$ cat src/rtl/input_unit_loader.sv
// Loads a UART byte stream into a 1-bit-wide image RAM, starts snn_core and latches its digit.
// Build with INPUT_UNIT_ASCII_EN for one pixel per '0'/'1' character; default packs 8 pixels/byte.
module input_unit_loader #(
  parameter int unsigned NUM_PIXELS = 784,
  parameter int unsigned ADDR_W     = 10
) (
  input  logic              clk,
  input  logic              rst_n,
  input  logic              rx_rdy,
  input  logic [7:0]        rx_data,
  output logic              rx_clr_rdy,
  input  logic [ADDR_W-1:0] addr_input_unit,
  output logic              q_input,
  output logic              start,
  input  logic              done,
  input  logic [3:0]        digit,
  output logic [3:0]        result,
  output logic              result_vld,
  output logic              busy,
  output logic              overrun
);

  typedef enum logic [1:0] {StLoad, StStart, StWait} state_e;

  localparam logic [ADDR_W-1:0] LastPix = ADDR_W'(NUM_PIXELS - 1);

  logic              mem [2**ADDR_W];
  state_e            state;
  logic [ADDR_W-1:0] pix_cnt;
  logic              done_q;
  logic              take;
  logic              wr_en;
  logic              wr_bit;

`ifdef INPUT_UNIT_ASCII_EN
  logic is_digit;

  assign is_digit = (rx_data == 8'h30) || (rx_data == 8'h31);
  assign take     = rx_rdy && !rx_clr_rdy;
  // Each '0'/'1' character is written in the same cycle it is acknowledged.
  assign wr_en    = (state == StLoad) && take && is_digit;
  assign wr_bit   = rx_data[0];
`else
  logic       byte_busy;
  logic [7:0] shreg;
  logic [2:0] bit_cnt;

  assign take   = rx_rdy && !rx_clr_rdy && !byte_busy;
  assign wr_en  = (state == StLoad) && byte_busy;
  assign wr_bit = shreg[0];
`endif

  always_ff @(posedge clk or negedge rst_n) begin
    if (!rst_n) begin
      state      <= StLoad;
      pix_cnt    <= '0;
      rx_clr_rdy <= 1'b0;
      start      <= 1'b0;
      result     <= '0;
      result_vld <= 1'b0;
      overrun    <= 1'b0;
      done_q     <= 1'b0;
`ifndef INPUT_UNIT_ASCII_EN
      byte_busy  <= 1'b0;
      shreg      <= '0;
      bit_cnt    <= '0;
`endif
    end else begin
      rx_clr_rdy <= take;
      start      <= 1'b0;
      result_vld <= 1'b0;
      done_q     <= done;
      // Bytes outside LOAD are still acknowledged so the UART never stalls.
      if (take && (state != StLoad)) overrun <= 1'b1;
`ifndef INPUT_UNIT_ASCII_EN
      if (take && (state == StLoad)) begin
        byte_busy <= 1'b1;
        shreg     <= rx_data;
        bit_cnt   <= '0;
      end
      if (wr_en) begin
        shreg   <= {1'b0, shreg[7:1]};
        bit_cnt <= bit_cnt + 3'd1;
        if (bit_cnt == 3'd7) byte_busy <= 1'b0;
      end
`endif
      unique case (state)
        StLoad: begin
          if (wr_en) begin
            if (pix_cnt == LastPix) begin
              pix_cnt <= '0;
              state   <= StStart;
              start   <= 1'b1;
`ifndef INPUT_UNIT_ASCII_EN
              byte_busy <= 1'b0;
`endif
            end else begin
              pix_cnt <= pix_cnt + ADDR_W'(1);
            end
          end
        end
        StStart: state <= StWait;
        StWait: begin
          if (done && !done_q) begin
            result     <= digit;
            result_vld <= 1'b1;
            state      <= StLoad;
          end
        end
        default: state <= StLoad;
      endcase
    end
  end

  // Write-first ordering is not wanted: a same-address read returns the old bit.
  always_ff @(posedge clk) begin
    if (wr_en) mem[pix_cnt] <= wr_bit;
  end

  always_ff @(posedge clk or negedge rst_n) begin
    if (!rst_n) q_input <= 1'b0;
    else        q_input <= mem[addr_input_unit];
  end

  assign busy = !((state == StLoad) && (pix_cnt == '0));

endmodule
$ cat config.mk
export PLATFORM = sky130hd
export DESIGN_NAME = input_unit_loader
export DESIGN_NICKNAME = d
export VERILOG_FILES = /design/src/rtl/input_unit_loader.sv
export SDC_FILE = /design/constraint.sdc
export NUM_CORES = 1
export LEC_CHECK = 0
export ABC_AREA = 0
export ABC_CLOCK_PERIOD_IN_PS = 25700
export BUFFER_PORTS_ARGS = -buffer_cell sky130_fd_sc_hd__buf_2
export CAP_MARGIN = 20
export CORE_MARGIN = 2
export CORE_UTILIZATION = 42
export CTS_BUF_LIST = sky130_fd_sc_hd__clkbuf_8 sky130_fd_sc_hd__clkbuf_16
export DETAILED_ROUTE_END_ITERATION = 12
export PLACE_DENSITY_LB_ADDON = 0.3
export SYNTH_ARGS = -nofsm -noshare
export SYNTH_HDL_FRONTEND = slang
export SYNTH_SLANG_ARGS = --single-unit
$ cat constraint.sdc
create_clock -name clk -period 25.7 [get_ports clk]
set_clock_uncertainty 0.1 [all_clocks]
set_input_delay 2.57 -clock clk [delete_from_list [all_inputs] [get_ports clk]]
set_output_delay 2.57 -clock clk [all_outputs]
set_load 0.01 [all_outputs]
After elaboration in Yosys (flattened, before gate mapping):

Memory sizes are Yosys's and may differ from the RTL's. A register that Yosys moved wholly into a read port is not among the register bits.
Cells that the tools add are included.

* register bits: 33
* memory bits (writable): 1024
* input port bits: 26
* memories: 1

* add/subtract/negate cells: 2
* eq/ne operators: 7
* multiplexer cells: 22
* reductions and logical operators: 19

Memories
* mem: words 1024, width 1, read ports 1, clocked after Yosys merged registers in 1, wr ports 1, line 27 `logic mem [2**ADDR_W];`

Operators by type and width (count)
* 2-to-1 mux 8 bit: 2
* 2-to-1 mux 1 bit: 13
* adder 10 x 1 -> 10 bit, second input constant: 1
* == test 10 bit, second input constant: 1
* zero test 10 bit: 1
* 2-to-1 mux 10 bit: 1
* logical AND 1 bit: 7
* 2-to-1 mux 2 bit: 3
* 2-to-1 mux 3 bit: 2
* case mux 2 bit (3 select lines): 1
* zero test 1 bit: 5
* inequality test 2 bit, second input constant: 2
* AND reduction 2 bit: 2
* nonzero test 2 bit: 2
* adder 3 x 1 -> 3 bit, second input constant: 1
* == test 3 bit, second input constant: 1
* AND reduction 3 bit: 1
* == test 2 x 1 -> 1 bit, second input constant: 1
* == test 2 bit, second input constant: 1
* zero test 2 bit: 1
* inequality test 2 x 1 -> 1 bit, second input constant: 1

Logic depth before layout (Yosys ltp):

Gate-level depths: netlist of the first run.

* word-level depth: 10
* depth in mapped cells: 14
* depth with buffers taken out: 8

Least setup slack after synthesis of the first run:

OpenSTA, ideal clock, no wires.

* kind: flip-flop to flip-flop
* from: register shreg[0]
* to: memory mem[0] (data pin)
* setup time: 2.606 ns
* data arrival time: 11.826 ns
* data required time: 22.994 ns
* path slack: 11.168 ns
* cell stages (with the launch flop): 1
* buffers on the path: 0
* cell sequence: dfrtp_1

RTL lines
* from (decl): line 45 `logic [7:0] shreg;`
* from (signal assigned): line 78 `shreg <= rx_data;`
* from (signal assigned): line 82 `shreg <= {1'b0, shreg[7:1]};`
* to (decl): line 27

No word-level cell before the write port.

==> out/metrics.yaml, run 1 <==
clocking:
  cts_tree: "done"
  cts_resized: 0
  clk_latency_ns: 0.69
  cts_inserted_buffers: 107
  clockBufferDepth: 3
  ctsHoldBuffers: 0
  clkSlewWorstSetupHoldPaths_ns: 0.06
  cts_sinks: 1058
  post-cts-setup-buffers: 0
  h-tree-depth: 3
  root_buffer: "clkbuf_16"
global_routing:
  antenna_found_initial: 4
  track_usage_pct: 22.1
  grt_pass1_wl_mm: 181
  grt_busiest_layer: "met2"
  grt_pass1_vias: 27000
  gr-total-overflow: 0
  grt_max_degree: 267
  grt_util_met3_pct: 3.59
  use_met2_pct: 35.9
  grtUsageMet1_pct: 30.7
yosys:
  yosysWarnings: 0
  synth_ff_type: "edfxtp_1"
  synthDistinctLibCells: 58
  syn_area_per_cell_um2: 14.4
  synth-seq-cells: 1058
  ys_top_cells_by_area: "edfxtp_1 (67%), mux4_2 (10%), nor2_1 (8.5%)"
  synth.top_cell.area_share_pct: 66.8
  postSynthCellCount: 3195
  ys_seq_area_share_pct: 68.7
  netlist_area_um2: 46000
  syn_nets: 3227
  synth_edf_count: 1024
  async_flop_share_pct: 3.21
  synth_top_area_cell: "edfxtp_1"
timing:
  tightest_slew_ns: 1.22
  whs_ns: 0.359
  maxSlewViolCount: 0
  fin_tns_setup_ns: 0
  slew_headroom_pct: 18.1
  setup-violations-final: 0
  final_hold_viol_count: 0
  rsz0062_at_grt: "false"
  period_needed_ns: 7.31
  fin_crit_sh_pct: 28.5
  max_freq_ghz: 0.137
worst_setup_path:
  setup.worst_path.class: "primary input to flip-flop"
  worstSetupStartpoint: "addr_input_unit[0]"
  cp.arrival_ns: 7.74
  reg2reg_slack_ns: 21.55
  cp_max_fo: 76
  start_kind: "primary input"
  endpoint_kind: "flip-flop"
  required_ns: 26.13
  reg2reg_depth: 4
  rr_startpoint: "shreg[0]$_DFFE_PN0P_"
  r2r_end: "mem[872]$_DFFE_PP_"
min_path:
  min_path_cells: 1
  min_to: "overrun$_DFFE_PN0P_"
  hold_path.class: "flip-flop to flip-flop"
  hold_start: "overrun$_DFFE_PN0P_"
floorplan:
  die_h_um: 335
  dieWidth_um: 335
  rows: 121
  start_util_pct: 42.3
  die-area_um2: 112000
  io-pin-count: 36
  coreArea_um2: 109000
layout:
  nNetsFinal: 3160
  final_cells: 4630
  layout_commonest_cell: "nor2_1"
  drive_gt1_share_pct: 16.2
  syn_to_final_growth_pct: 11.2
  mostFrequentLayoutCells: "nor2_1 (1,042), edfxtp_1 (1,024), mux4_2 (205), mux2i_1 (111), clkbuf_16 (109)"
  fillers: 9397
drt:
  first_pass_iters: 5
  vias: 27400
  antenna_left: 0
  totalWireLength_mm: 124
  via_per_inst: 5.92
  drt-initial-drc-count: 3587
  routedWlPerCell_um: 26.8
  drc: 0
place:
  gp_congestion: 0.778
  dp_hpwl_mm: 65.3
  port_buffers: 35
  dp_cells: 4408
power_and_ir_drop:
  p_per_area_nw_per_um2: 83.0
  leakage_nw: 16.1
  ir_drop_uv: 99.2
run:
  maxCapViolCount: 0
run_status:
  status: "completed"
==> synthesized netlist by cell type, drive strengths merged (13+ instances only) <==
cell    number
and3        17
o21ai       24
o221ai      39
edfxtp    1024
nand3       22
nor2b       13
clkbuf     230
nor3        14
mux4       227
dfrtp       34
buf         70
a21oi       41
nor2      1043
nand2      125
a211oi      13
mux2i      111
o22ai       25
==> final cells by class <==
class / count / area (um^2) / share of cell area [%]
Timing Repair Buffer: 124 / 1330 / 2.59
Tap cell: 1414 / 1770 / 3.46
Antenna cell: 1 / 2.50 / 0.00489
Inverter: 8 / 30.0 / 0.0587
Sequential cell: 1058 / 31600 / 61.8
Clock inverter: 83 / 568 / 1.11
Multi-Input combinational cell: 1829 / 13100 / 25.5
Clock buffer: 113 / 2780 / 5.44
==> stage by stage <==
step	worst slack (ns)	utilization (%)	area [um^2]	total power [mW]
after floorplan	11.17	-	46000	2.71
after global placement	17.27	43.4	47100	2.76
after detailed placement	17.30	43.4	47200	2.77
after CTS	18.02	46.5	50500	4.24
after global routing	18.02	47.1	51100	4.36
final	18.39	47.1	51100	4.24
==> sequential cells by signal, indices dropped and copies added (netlist names), 2 cells and up <==
register  cells
bit_cnt       3
mem        1024
pix_cnt      10
result        4
shreg         8
state         2
==> worst max-delay path by stage <==
stage,to,slack (ns),cells after the start
2_1_floorplan,mem[0]$_DFFE_PP_,11.17,0
4_1_cts,q_input$_DFF_PN0_,18.02,12
6_report,q_input$_DFF_PN0_,18.39,13
3_5_place_dp,q_input$_DFF_PN0_,17.30,12
5_1_grt,q_input$_DFF_PN0_,18.02,13
3_3_place_gp,q_input$_DFF_PN0_,17.27,12
==> worst max-delay path: stages <==
cell and delay [ns]:
buf_8 0.62, buf_4 0.83, buf_4 0.40, buf_16 0.33, buf_4 0.75, mux4_1 0.64
mux4_2 0.46, o22a_1 0.20, and3_1 0.24, o31ai_1 0.09, nor4_1 0.10, a211oi_2 0.23
o211ai_1 0.11
==> routing by layer <==
metal	vias to the layer above	part of all wire [%]	routed length [um]
met5	-	0.034	42
met3	232	8.9	11000
met1	14300	40	49700
met4	6	3.0	3770
met2	1274	48	59500
li1	11600	-	-
==> kinds of logic after synthesis <==
group | synth area share [%]
multiplexers | 13.9
AND/OR/NAND/NOR | 11.0
buffers and inverters | 3.24
AO/OA/AOI/OAI | 2.84
flip-flops | 68.7
XOR/XNOR | 0.133
adder cells (fa/ha/maj) | 0.163
==> where the power goes <==
group	internal [mW]	switching [mW]	total [mW]
logic	0.114	0.476	0.590
registers	2.12	0.0381	2.16
clock network	0.846	0.650	1.50
Note: power is estimated with default switching activity, not from simulation.
==> inputs of run 2 (changes only) <==
--- a/config.mk
+++ b/config.mk
@@ -5,8 +5,8 @@
 export SDC_FILE = /design/constraint.sdc
 export NUM_CORES = 1
 export LEC_CHECK = 0
-export ABC_AREA = 0
-export ABC_CLOCK_PERIOD_IN_PS = 25700
+export ABC_AREA = 1
+export ABC_CLOCK_PERIOD_IN_PS = 6200
 export BUFFER_PORTS_ARGS = -buffer_cell sky130_fd_sc_hd__buf_2
 export CAP_MARGIN = 20
 export CORE_MARGIN = 2
==> constraint.sdc (replaced) <==
create_clock -name clk -period 6.2 [get_ports clk]
set_clock_uncertainty 0.1 [all_clocks]
set_input_delay 0.62 -clock clk [delete_from_list [all_inputs] [get_ports clk]]
set_output_delay 0.62 -clock clk [all_outputs]
set_load 0.01 [all_outputs]
==> run 2 against run 1 <==
Against the previous run: utilization down 0.29 points; cell area up 3.1%; synthesized cell count up 51%; total power rose to 4.3 times the previous value; area after synthesis up 4.1%; register-to-register slack worse by 19 ns; global-route usage up 1.5 points; non-clock buffer count up 2; via count up 28%; clock power rose to 4.3 times the previous value; worst hold slack worse by 0.33 ns; critical path type is now flip-flop to output port.
==> out/metrics.yaml, run 2 <==
drt:
  totalWireLength_mm: 139  # was 124 mm
  drc: 0  # unchanged
  via_per_inst: 5.65  # was 5.92
  antenna_left: 0  # unchanged
  routedWlPerCell_um: 22.4  # was 26.8 um
  first_pass_iters: 6  # was 5
  drt-initial-drc-count: 4171  # was 3,587
  vias: 35200  # was 27,400
clocking:
  ctsHoldBuffers: 4  # was 0
  clk_latency_ns: 0.69  # about the same
  clockBufferDepth: 3  # unchanged
  root_buffer: "clkbuf_16"  # unchanged
  clkSlewWorstSetupHoldPaths_ns: 0.06  # about the same
  post-cts-setup-buffers: 0  # unchanged
  cts_resized: 0  # unchanged
  cts_inserted_buffers: 107  # unchanged
  cts_tree: "done"  # unchanged
  cts_sinks: 1058  # unchanged
  h-tree-depth: 3  # unchanged
timing:
  period_needed_ns: 3.78
  maxSlewViolCount: 0  # unchanged
  max_freq_ghz: 0.265
  fin_crit_sh_pct: 60.9
  slew_headroom_pct: 26.3  # was 18.1%
  setup-violations-final: 0  # unchanged
  rsz0062_at_grt: "false"  # unchanged
  final_hold_viol_count: 0  # unchanged
  tightest_slew_ns: 1.11  # was 1.22 ns
  timing.final.ws_setup_ns: 2.42  # was 18.39 ns
  fin_tns_setup_ns: 0  # unchanged
yosys:
  yosys.area_share.simple_pct: 28.3  # was 11.0%
  postSynthCellCount: 4829  # was 3,195
  synth_compound_area_share_pct: 0.340  # was 2.84%
  synth-adder-area-share_pct: 0.157  # was 0.163%
  synth_mux_area_share_pct: 0  # was 13.9%
  syn_nets: 4861  # was 3,227
  synth-seq-cells: 1058  # unchanged
  async_flop_share_pct: 3.21  # unchanged
  ys_top_cells_by_area: "edfxtp_1 (64%), nand3_1 (11%), nand2_1 (8.8%)"  # was edfxtp_1 (67%), mux4_2 (10%), nor2_1 (8.5%)
  synth_xor_area_share_pct: 0.0731  # was 0.133%
  syn_area_per_cell_um2: 9.92  # was 14.4 um^2
  netlist_area_um2: 47900  # was 46,000 um^2
  synth_top_area_cell: "edfxtp_1"  # unchanged
  synth.top_cell.area_share_pct: 64.2  # was 66.8%
  synth_ff_type: "edfxtp_1"  # unchanged
  synth_top_family_by_area: "simple AND/OR/NAND/NOR gates"  # was multiplexers
  yosysWarnings: 0  # unchanged
  ys_seq_area_share_pct: 66.0  # was 68.7%
  synth_edf_count: 1024  # unchanged
  yosysMostFrequentCell: "nand2_1"  # was nor2_1
  ys_top_cells_by_count: "nand2_1 (1,127), nor2_1 (1,051), nand3_1 (1,030)"  # was nor2_1 (1,043), edfxtp_1 (1,024), clkbuf_1 (230)
  synthDistinctLibCells: 34  # was 58
place:
  gp_congestion: 0.838  # was 0.778
  dpl_worst_slack_ns: 2.27  # was 17.30 ns
  dp_hpwl_mm: 68.0  # was 65.3 mm
  port_buffers: 35  # unchanged
  place_area_um2: 48700  # was 47,200 um^2
power_and_ir_drop:
  leakage_nw: 17.6  # was 16.1 nW
  p_per_area_nw_per_um2: 347  # was 83.0 nW/um^2
  ir_drop_uv: 335  # was 99.2 uV
layout:
  antenna_cells: 0  # was 1
  syn_to_final_growth_pct: 10.1  # was 11.2%
  layout_commonest_cell: "nand2_1"  # was nor2_1
  final_area_um2: 52800  # was 51,100 um^2
  fillers: 10500  # was 9,397
  nNetsFinal: 4677  # was 3,160
  largest-register: "mem"  # unchanged
  reg_top3: "mem x1024, pix_cnt x10, shreg x8"  # unchanged
  mostFrequentLayoutCells: "nand2_1 (1,107), nor2_1 (1,051), edfxtp_1 (1,024), nand3_1 (1,021), clkbuf_16 (111)"  # was nor2_1 (1,042), edfxtp_1 (1,024), mux4_2 (205), mux2i_1 (111), clkbuf_16 (109)
  drive_gt1_share_pct: 6.80  # was 16.2%
  regArea_um2: 31600  # unchanged
  largest_reg_flops: 1024  # unchanged
  multiInputGateArea_um2: 13900  # was 13,100 um^2
floorplan:
  start_util_pct: 42.5  # was 42.3%
  coreArea_um2: 113000  # was 109,000 um^2
  io-pin-count: 36  # unchanged
  die-area_um2: 117000  # was 112,000 um^2
  dieWidth_um: 342  # was 335 um
  rows: 123  # was 121
  die_h_um: 342  # was 335 um
global_routing:
  grt_busiest_layer: "met2"  # unchanged
  track_usage_pct: 23.5  # was 22.1%
  grt_max_degree: 226  # was 267
  grt_util_met3_pct: 3.85  # was 3.59%
  use_met2_pct: 38.6  # was 35.9%
  antenna_found_initial: 3  # was 4
  grtUsageMet1_pct: 31.7  # was 30.7%
  grt_pass1_wl_mm: 207  # was 181 mm
  gr-total-overflow: 0  # unchanged
  grt_pass1_vias: 32900  # was 27,000
worst_setup_path:
  setup.worst_path.class: "flip-flop to output port"  # was primary input to flip-flop
  start_kind: "flip-flop"  # was primary input
  cp_max_fo: 8  # was 76
  required_ns: 5.48  # was 26.13 ns
  r2r_end: "mem[147]$_DFFE_PP_"  # was mem[872]$_DFFE_PP_
  reg2reg_slack_ns: 2.50  # was 21.55 ns
  cp.arrival_ns: 3.06  # was 7.74 ns
  reg2reg_depth: 7  # was 4
  endpoint_kind: "output port"  # was flip-flop
  worstSetupStartpoint: "pix_cnt[5]$_DFFE_PN0P_"  # was addr_input_unit[0]
  rr_startpoint: "state[0]$_DFFE_PN0P_"  # was shreg[0]$_DFFE_PN0P_
  critPathCapture: "busy"  # was q_input$_DFF_PN0_
run:
  maxCapViolCount: 0  # unchanged
run_status:
  status: "completed"  # unchanged
min_path:
  hold_path.class: "primary input to flip-flop"  # was flip-flop to flip-flop
[run 2: cell count changes in the layout (fill, tap and decap cells not counted), sizes merged, moves of 12 or more]
| cell | change |
|---|---|
| a211oi | -12 |
| a21oi | -36 |
| and3 | -17 |
| inv | +54 |
| mux2i | -111 |
| mux4 | -227 |
| nand2 | +1002 |
| nand3 | +1008 |
| nor2 | +12 |
| nor2b | -13 |
| o21ai | -14 |
| o221ai | -39 |
| o22ai | -24 |
[run 2: final cells by class]
class | instances | area share [%]
Clock buffer | 117 | 5.42
Clock inverter | 82 | 1.29
Timing Repair Buffer | 126 | 2.80
Sequential cell | 1058 | 59.9
Tap cell | 1500 | 3.56
Inverter | 75 | 0.591
Multi-Input combinational cell | 3277 | 26.4
[run 2: through the flow]
stage / hold WS, ns / utilization [%] / power (mW) / std cells
6_report: 0.0309 / 46.8 / 18.3 / 6235
5_1_grt: 0.0476 / 46.8 / 18.8 / 6235
4_1_cts: 0.00105 / 46.3 / 18.3 / 6218
3_5_place_dp: 0.366 / 43.2 / 11.8 / 6015
3_3_place_gp: 0.358 / 43.1 / 11.8 / 6008
2_1_floorplan: 0.224 / - / 11.0 / 4829
[run 2: power by group]
part	internal, mW	leakage [nW]	switching (mW)
combinational	0.430	6.22	2.20
clock	3.76	1.83	2.76
sequential	8.97	9.58	0.162
[run 2: cells by family after synthesis]
group                    after synthesis
AO/OA/AOI/OAI                         27
XOR/XNOR                               4
buffers and inverters                494
flip-flops                          1058
AND/OR/NAND/NOR                     3240
adder cells (fa/ha/maj)                6
[run 2: routing by layer]
metal / up-vias / share of wire [%]
li1: 15900 / -
met1: 17400 / 40
met2: 1639 / 47
met3: 289 / 9.0
met4: 4 / 3.2
met5: - / 0.019
[run 2: worst min path at each step]
stage	from	to	slack (ns)	cells past startpoint
floorplan	rst_n	bit_cnt[0]$_DFFE_PN0P_	0.22	0
finish	digit[1]	result[1]$_DFFE_PN0P_	0.03	3
CTS	digit[1]	result[1]$_DFFE_PN0P_	0.001	3
global placement	result[1]$_DFFE_PN0P_	result[1]$_DFFE_PN0P_	0.36	2
global route	digit[1]	result[1]$_DFFE_PN0P_	0.05	3
detailed placement	result[0]$_DFFE_PN0P_	result[0]$_DFFE_PN0P_	0.37	2
[run 2: critical path: stages (launching register included)]
cell	delay, ns
dfrtp_1	0.45
nor2_1	0.72
inv_1	0.14
nor2_1	0.55
nand3_1	0.28
buf_2	0.22
